--- config.mk ---
export PLATFORM = sky130hd
export DESIGN_NAME = ft245_sync_burst
export DESIGN_NICKNAME = d
export VERILOG_FILES = /design/src/rtl/ft245_sync_burst.sv
export SDC_FILE = /design/constraint.sdc
export NUM_CORES = 1
export LEC_CHECK = 0
export CAP_MARGIN = 5
export CORE_MARGIN = 5
export CORE_UTILIZATION = 37
export DETAILED_ROUTE_END_ITERATION = 8
export GPL_TIMING_DRIVEN = 0
export PLACE_DENSITY = 0.8
export SKIP_CTS_REPAIR_TIMING = 1
export SKIP_LAST_GASP = 1
export SYNTH_ARGS = -nofsm -noshare
export SYNTH_HDL_FRONTEND = slang
export SYNTH_SLANG_ARGS = --single-unit
--- constraint.sdc ---
create_clock -name ft_clkout -period 2.1 [get_ports ft_clkout]
set_clock_uncertainty 0.2 [all_clocks]
set_input_delay 0.21 -clock ft_clkout [delete_from_list [all_inputs] [get_ports ft_clkout]]
set_output_delay 0.21 -clock ft_clkout [all_outputs]
set_load 0.005 [all_outputs]
--- src/rtl/ft245_sync_burst.sv ---
// Synchronous FT245-style FIFO bridge with an arbitrated RX/TX burst FSM.
// It provides OE-before-RD turnaround, round-robin fairness with a burst cap, and a SIWU# flush after TX idle.
module ft245_sync_burst #(
  parameter int DATA_W    = 8,
  parameter int BURST_MAX = 64,
  parameter int SIWU_IDLE = 16
) (
  input  logic              ft_clkout,
  input  logic              rst,
  input  logic [DATA_W-1:0] ft_bus_in,
  output logic [DATA_W-1:0] ft_bus_out,
  output logic              ft_bus_oe,
  input  logic              ft_rxf_n,
  input  logic              ft_txe_n,
  output logic              ft_oe_n,
  output logic              ft_rd_n,
  output logic              ft_wr_n,
  output logic              ft_siwu_n,
  input  logic [DATA_W-1:0] tx_rdata,
  input  logic              tx_rempty,
  output logic              tx_rinc,
  output logic [DATA_W-1:0] rx_wdata,
  input  logic              rx_wfull,
  output logic              rx_winc
);
  typedef enum logic [2:0] {IDLE, RX_OE, RX_READ, TURN, TX_WRITE} state_t;

  localparam int BW = $clog2(BURST_MAX + 1);
  localparam int SW = (SIWU_IDLE > 1) ? $clog2(SIWU_IDLE) : 1;
  localparam logic [BW-1:0] BURST_LAST = BW'(BURST_MAX - 1);
  localparam logic DIR_RX = 1'b0;
  localparam logic DIR_TX = 1'b1;

  state_t          state_q, state_d;
  logic [BW-1:0]   burst_cnt_q, burst_cnt_d;
  logic            last_dir_q, last_dir_d;
  logic [SW-1:0]   siwu_cnt_q, siwu_cnt_d;
  logic            tx_dirty_q, tx_dirty_d;
  logic            siwu_n_q, siwu_n_d;
  logic            rd_act, wr_act, rx_req, tx_req;

  // Strobes are gated by rst so a reset mid-burst releases the bus in the same cycle.
  assign rd_act     = (state_q == RX_READ) & ~rx_wfull & ~rst;
  assign wr_act     = (state_q == TX_WRITE) & ~tx_rempty & ~rst;
  assign ft_oe_n    = ~(((state_q == RX_OE) | (state_q == RX_READ)) & ~rst);
  assign ft_rd_n    = ~rd_act;
  assign ft_wr_n    = ~wr_act;
  assign ft_bus_oe  = (state_q == TX_WRITE) & ~rst;
  assign rx_winc    = rd_act & ~ft_rxf_n;
  assign tx_rinc    = wr_act & ~ft_txe_n;
  assign ft_siwu_n  = siwu_n_q | rst;
  assign rx_wdata   = ft_bus_in;
  assign ft_bus_out = tx_rdata;
  assign rx_req     = ~ft_rxf_n & ~rx_wfull;
  assign tx_req     = ~ft_txe_n & ~tx_rempty;

  always_comb begin
    state_d     = state_q;
    burst_cnt_d = burst_cnt_q;
    last_dir_d  = last_dir_q;
    case (state_q)
      IDLE: begin
        burst_cnt_d = '0;
        // On a tie the direction not served last wins.
        if (rx_req && (!tx_req || last_dir_q == DIR_TX)) state_d = RX_OE;
        else if (tx_req)                                 state_d = TX_WRITE;
      end
      RX_OE: state_d = RX_READ;
      RX_READ: begin
        if (rx_winc) burst_cnt_d = burst_cnt_q + BW'(1);
        if (ft_rxf_n || (rx_winc && burst_cnt_q == BURST_LAST)) begin
          state_d    = TURN;
          last_dir_d = DIR_RX;
        end
      end
      TURN: state_d = IDLE;
      TX_WRITE: begin
        if (tx_rinc) burst_cnt_d = burst_cnt_q + BW'(1);
        if (tx_rempty || (tx_rinc && burst_cnt_q == BURST_LAST)) begin
          state_d    = IDLE;
          last_dir_d = DIR_TX;
        end
      end
      default: state_d = IDLE;
    endcase
  end

  generate
    if (SIWU_IDLE > 0) begin : g_siwu
      localparam logic [SW-1:0] SIWU_LAST = SW'(SIWU_IDLE - 1);
      always_comb begin
        siwu_cnt_d = siwu_cnt_q;
        tx_dirty_d = tx_dirty_q;
        siwu_n_d   = 1'b1;
        if (tx_rinc) begin
          siwu_cnt_d = '0;
          tx_dirty_d = 1'b1;
        end else if (tx_dirty_q && tx_rempty) begin
          if (siwu_cnt_q == SIWU_LAST) begin
            siwu_n_d   = 1'b0;
            tx_dirty_d = 1'b0;
            siwu_cnt_d = '0;
          end else begin
            siwu_cnt_d = siwu_cnt_q + SW'(1);
          end
        end
      end
    end else begin : g_no_siwu
      always_comb begin
        siwu_cnt_d = '0;
        tx_dirty_d = 1'b0;
        siwu_n_d   = 1'b1;
      end
    end
  endgenerate

  always_ff @(posedge ft_clkout) begin
    if (rst) begin
      state_q     <= IDLE;
      burst_cnt_q <= '0;
      last_dir_q  <= DIR_TX;
      siwu_cnt_q  <= '0;
      tx_dirty_q  <= 1'b0;
      siwu_n_q    <= 1'b1;
    end else begin
      state_q     <= state_d;
      burst_cnt_q <= burst_cnt_d;
      last_dir_q  <= last_dir_d;
      siwu_cnt_q  <= siwu_cnt_d;
      tx_dirty_q  <= tx_dirty_d;
      siwu_n_q    <= siwu_n_d;
    end
  end
endmodule

# Word-level counts from Yosys, hierarchy flattened
# Index checks and enable logic that the tools add are counted.
# totals
wordCells,74
out_inout_bits,23
input_bits,22
regBits,17
# op_classes
reduce_logical,19
n_addsub,2
n_eq_ne,10
mux,16
bitwise_logic,21
# op_table
operator,n
one-hot mux 7 bit (3 select lines),1
2-to-1 mux 7 bit,2
2-to-1 mux 3 bit,4
one-hot mux 3 bit (4 select lines),1
AND 1 bit,10
NOT 1 bit,9
AND reduction 3 bit,3
"adder 7 x 1 -> 7 bit, second input constant",1
"equality test 7 x 6 -> 1 bit, second input constant",1
2-to-1 mux 1 bit,6
nonzero test 2 bit,3
"adder 4 x 1 -> 4 bit, second input constant",1
"equality test 4 bit, second input constant",1
logical AND 1 bit,4
2-to-1 mux 4 bit,1
"inequality test 2 x 1 -> 1 bit, second input constant",2
"inequality test 2 bit, second input constant",2
"equality test 3 x 1 -> 1 bit, second input constant",1
"equality test 3 x 2 -> 1 bit, second input constant",1
"equality test 3 bit, second input constant",1
logical NOT 3 bit,1
logical OR 1 bit,3
"inequality test 3 bit, second input constant",1
nonzero test 3 bit,1
other kinds (6),7

# Depth between registers and ports, before layout
# depth
ltp_word,8
mapped_depth,6
depth_no_buf,5

# Worst setup path after synthesis
# OpenSTA, ideal clock, no wires.
# synth_timing
path_type,register to register
startpoint,register state_q[2]
endpoint,register last_dir_q
required_time_ns,1.780
n_path_buf,1
t_arrival_ns,1.631
stages_incl_launch_ff,6
setup_slack_ns,0.149
setup_ns,0.120
synth_period_minus_slack_ns,1.951
path_cell_list,dfxtp_1 > clkbuf_2 > or4b_4 > nor4_4 > o22ai_1 > a211o_1
# synth_via
elab_chain_len,8
word_cells_on_any_way,17
cone_classes,eq/ne: 4; mux: 1; bitwise: 6; reduce/logical: 6
# synth_rtl
item,line,rtl
"start, declared",34,"state_t state_q, state_d;"
"start signal, assigned",126,state_q <= state_d;
equality test 3 bit / equality test 3 x 2 -> 1 bit (equally long branches),"44, 61, 43",
AND 1 bit (on tied branches) (2 in series),"44, 43",
AND 1 bit (on tied branches),"50, 49",
logical AND 1 bit (on tied branches),"79, 71",
logical OR 1 bit (on tied branches),"79, 71",
inequality test 2 x 1 -> 1 bit (no line),n/a,
AND reduction 3 bit (no line),n/a,
"end signal, assigned",128,last_dir_q <= last_dir_d;
"end, declared",36,"logic last_dir_q, last_dir_d;"
# Parallel ways exist; a longest one is shown, timed or not.
# A chain may end at the register's enable or synchronous reset.

# Final worst setup path
# layout_timing
startpoint,register state_q[0]
endpoint,output ft_oe_n
# layout_via
elab_chain_len,4
word_cells_on_any_way,5
cone_classes,eq/ne: 2; bitwise: 3
# layout_rtl
item,line,rtl
equality test 3 x 1 -> 1 bit / equality test 3 x 2 -> 1 bit (equally long branches),45,assign ft_oe_n = ~(((state_q == RX_OE) | (state_q == RX_READ)) & ~rst);
OR 1 bit (*),45,
AND 1 bit (*),45,
NOT 1 bit (*),45,
"end, declared",15,"output logic ft_oe_n,"
# Mark *: on every way between the ends. The rest lies on a longest branch, timed or not.

==> qor.txt <==
worst-skew pair later-pin latency = 0.30 ns
Util after Layout = 54.2%
n_diodes = 0
Synth cell types = 37
total wire length = 2910 um
critical path class = reg2out
first-pass GRT wire length = 4450 um
hold depth = 2
Critical Path End Type = output pin
Die Y = 63.2 um
I/O pin count = 45
number of enable flip-flop cells after synthesis = 0
hold path startpoint = rst
layout cells sized above 1 = 29.2%
Design Area, Final = 1480 um^2
Hold Vio Cnt, Final = 2
post-route ant nets = 0
Synth Warn # = 0
I/O Buffers = 27
Vias/cell = 5.41
Leak = 0.636 nW
dpl hpwl = 2110 um
area post-placement = 1360 um^2
Initial Util = 38.3%
MaxCap Viol Count = 0
pre-CTS setup slack = -0.132 ns
most frequently used flop master after synthesis = dfxtp_1
uppermost layer routed = met4
cells along the critical path = buf_6, clkbuf_2, xor2_1, and2_1, inv_1, clkdlybuf4s50_1
fin crit period = 2.27 ns
H-tree depth = 1
Fin Hold WS = -0.0136 ns
CTS Buffer Depth = 2
fin. max-slew vios = 0
Area Overhead vs Synth = 41.6%
Max-slew headroom = 47.2%
Worst EP arrival = 1.86 ns
Slew @ Worst Pin = 0.785 ns
Clock transition at path regs = 0.11 ns
CP peak stage delay = 0.49 ns
vias = 1039
Num CTS Buffers = 3
async set-reset flop share out of synthesis = 0%
Crit path max-delay family = buffers and inverters
Iteration-0 DRC Markers = 16
status = finished, violations left
FF-to-FF Start = state_q[0]
length of routed met2 wiring = 1510 um
PwrDens = 476 nW/um^2
failing checks = negative hold slack, negative setup slack
post-synthesis sequential area ratio = 32.5%
Min-Delay Path Class = in2reg
syn_area_per_cell = 8.38 um^2
synthesized cell area = 1050 um^2
drt wl/cell = 15.2 um
final period utilization = 108%
number of core rows = 19
Placer Congestion = 0.891
highest clock rate = 441 MHz
flops & latches, synth = 17
FF-to-FF path depth = 5
worst-path maximum fanout = 10
routed metal-1 wire length = 1110 um
Max rail drop VDD = 314 uV
Crit Reg-Reg Endpoint = last_dir_q
largest net degree at the start of global routing = 11
grt total ovfl = 0
gr usage total = 13.6%
Die ar. = 3990 um^2
CP Launch Type = flop
R2R Setup Slk = 0.05 ns
slowest CP cell = clkdlybuf4s50_1
NumNets Final = 186
RSZ-0062 raised after global routing = yes
die width = 63.2 um
number of detailed-route iterations in the first pass = 4
final worst slack = -0.169 ns
Final setup viols = 1
required time of the worst setup path = 1.69 ns
crit path buf inv count = 4
initial antenna violation count = 0
CTS root buf = clkbuf_4
vias in the first global route = 1032
core area = 2730 um^2
WL met3 = 232 um
Post-Synthesis Cells = 125
Residual DRC = 0
TritonCTS clock tree = done
CTS sink count = 17
Mapped Nets = 149
worst hold endpoint = state_q[2]
report_power, final:
group / switching, mW / leakage, nW / total [mW] / internal [mW]
combinational: 0.0769 / 0.482 / 0.179 / 0.102
sequential: 0.00941 / 0.139 / 0.343 / 0.333
clock: 0.111 / 0.0150 / 0.185 / 0.0741
total: 0.197 / 0.636 / 0.706 / 0.509
cells in the final DEF (no fill, tap or decap), drive strengths merged, types with 2 or more instances in the layout:
cell and instances:
xor2 3, nand2b 2, or4 3, nand2 5, or4b 3, or3 6, buf 24, clkdlybuf4s50 22
dfxtp 17, nor4 3, nor2 10, and2 2, ha 2, a2bb2oi 2, a21o 2, o31ai 3
clkbuf 8, a21oi 8, inv 4, nand4 2, o21ai 5, or2 8, dlymetal6s2s 4, nand4b 2
sequential cells by signal, indices dropped and copies added, names as in the netlist:
name / cells
tx_dirty_q: 1
state_q: 3
last_dir_q: 1
siwu_n_q: 1
siwu_cnt_q: 4
burst_cnt_q: 7
layout make-up:
type | instances | area, um^2
fillers | 276 | 1250
multi-input cells | 82 | 583
flip-flops and latches | 17 | 347
repair buffers | 32 | 313
plain buffers | 22 | 160
well taps | 31 | 38.8
clock buffers | 4 | 26.3
inverters | 4 | 15.0
cells in the mapped netlist (2+ instances only):
| master | n | area [um^2] |
|---|---|---|
| nand4_1 | 2 | 12.5 |
| dfxtp_1 | 17 | 340 |
| nor4_1 | 2 | 12.5 |
| a21oi_1 | 8 | 40.0 |
| nand2_1 | 5 | 18.8 |
| or4b_1 | 2 | 20.0 |
| or4_1 | 3 | 22.5 |
| a2bb2oi_1 | 2 | 17.5 |
| and2_1 | 2 | 12.5 |
| buf_2 | 2 | 10.0 |
| buf_4 | 16 | 120 |
| clkbuf_1 | 3 | 11.3 |
| inv_1 | 4 | 15.0 |
| or3_1 | 6 | 37.5 |
| a21o_1 | 2 | 15.0 |
| or2_2 | 8 | 50.1 |
| nand2b_1 | 2 | 12.5 |
| xor2_1 | 3 | 26.3 |
| nand4b_1 | 2 | 17.5 |
| nor2_1 | 10 | 37.5 |
| o21ai_0 | 5 | 25.0 |
| o31ai_1 | 3 | 22.5 |
| ha_1 | 2 | 25.0 |
logic make-up (layout without fill, tap and decap cells):
logic type	after synthesis	in the layout	share of synthesized area, %
AO/OA/AOI/OAI	26	26	16.1
XOR/XNOR	4	4	3.35
adder cells (fa/ha/maj)	2	2	2.39
buffers and inverters	26	62	15.4
flip-flops	17	17	32.5
multiplexers	1	1	0.956
AND/OR/NAND/NOR	49	49	29.3
worst register-to-register path, stage by stage, from the launching register on:
cell	delay, ns
dfxtp_2	0.34
buf_6	0.13
or4b_4	0.55
nor4_4	0.33
o22ai_2	0.11
a211o_1	0.29
through the flow:
step / instances / setup TNS [ns] / power (mW)
floorplan: 125 / 0 / 0.438
global placement: 183 / -0.619 / 0.502
detailed placement: 183 / -1.05 / 0.509
CTS: 187 / -2.14 / 0.696
global route: 192 / -0.276 / 0.740
finish: 192 / -0.169 / 0.706
per-layer routing:
layer  GRT usage, %  up-vias
met5              0        -
met2           24.9       42
met1           14.6      491
li1               -      501
met4           6.23        0
met3           3.20        5
worst max-delay path by stage:
stage               startpoint        endpoint  slack (ns)  depth (start not counted)
global route        state_q[0]         ft_oe_n       -0.25                          6
global placement     tx_rempty      last_dir_q        -0.1                          5
floorplan           state_q[2]      last_dir_q        0.15                          5
finish              state_q[0]         ft_oe_n       -0.17                          6
CTS                 state_q[0]         ft_rd_n       -0.42                          4
detailed placement   tx_rempty  burst_cnt_q[3]       -0.13                          6
No activity file was read; power rests on OpenSTA's default activity.
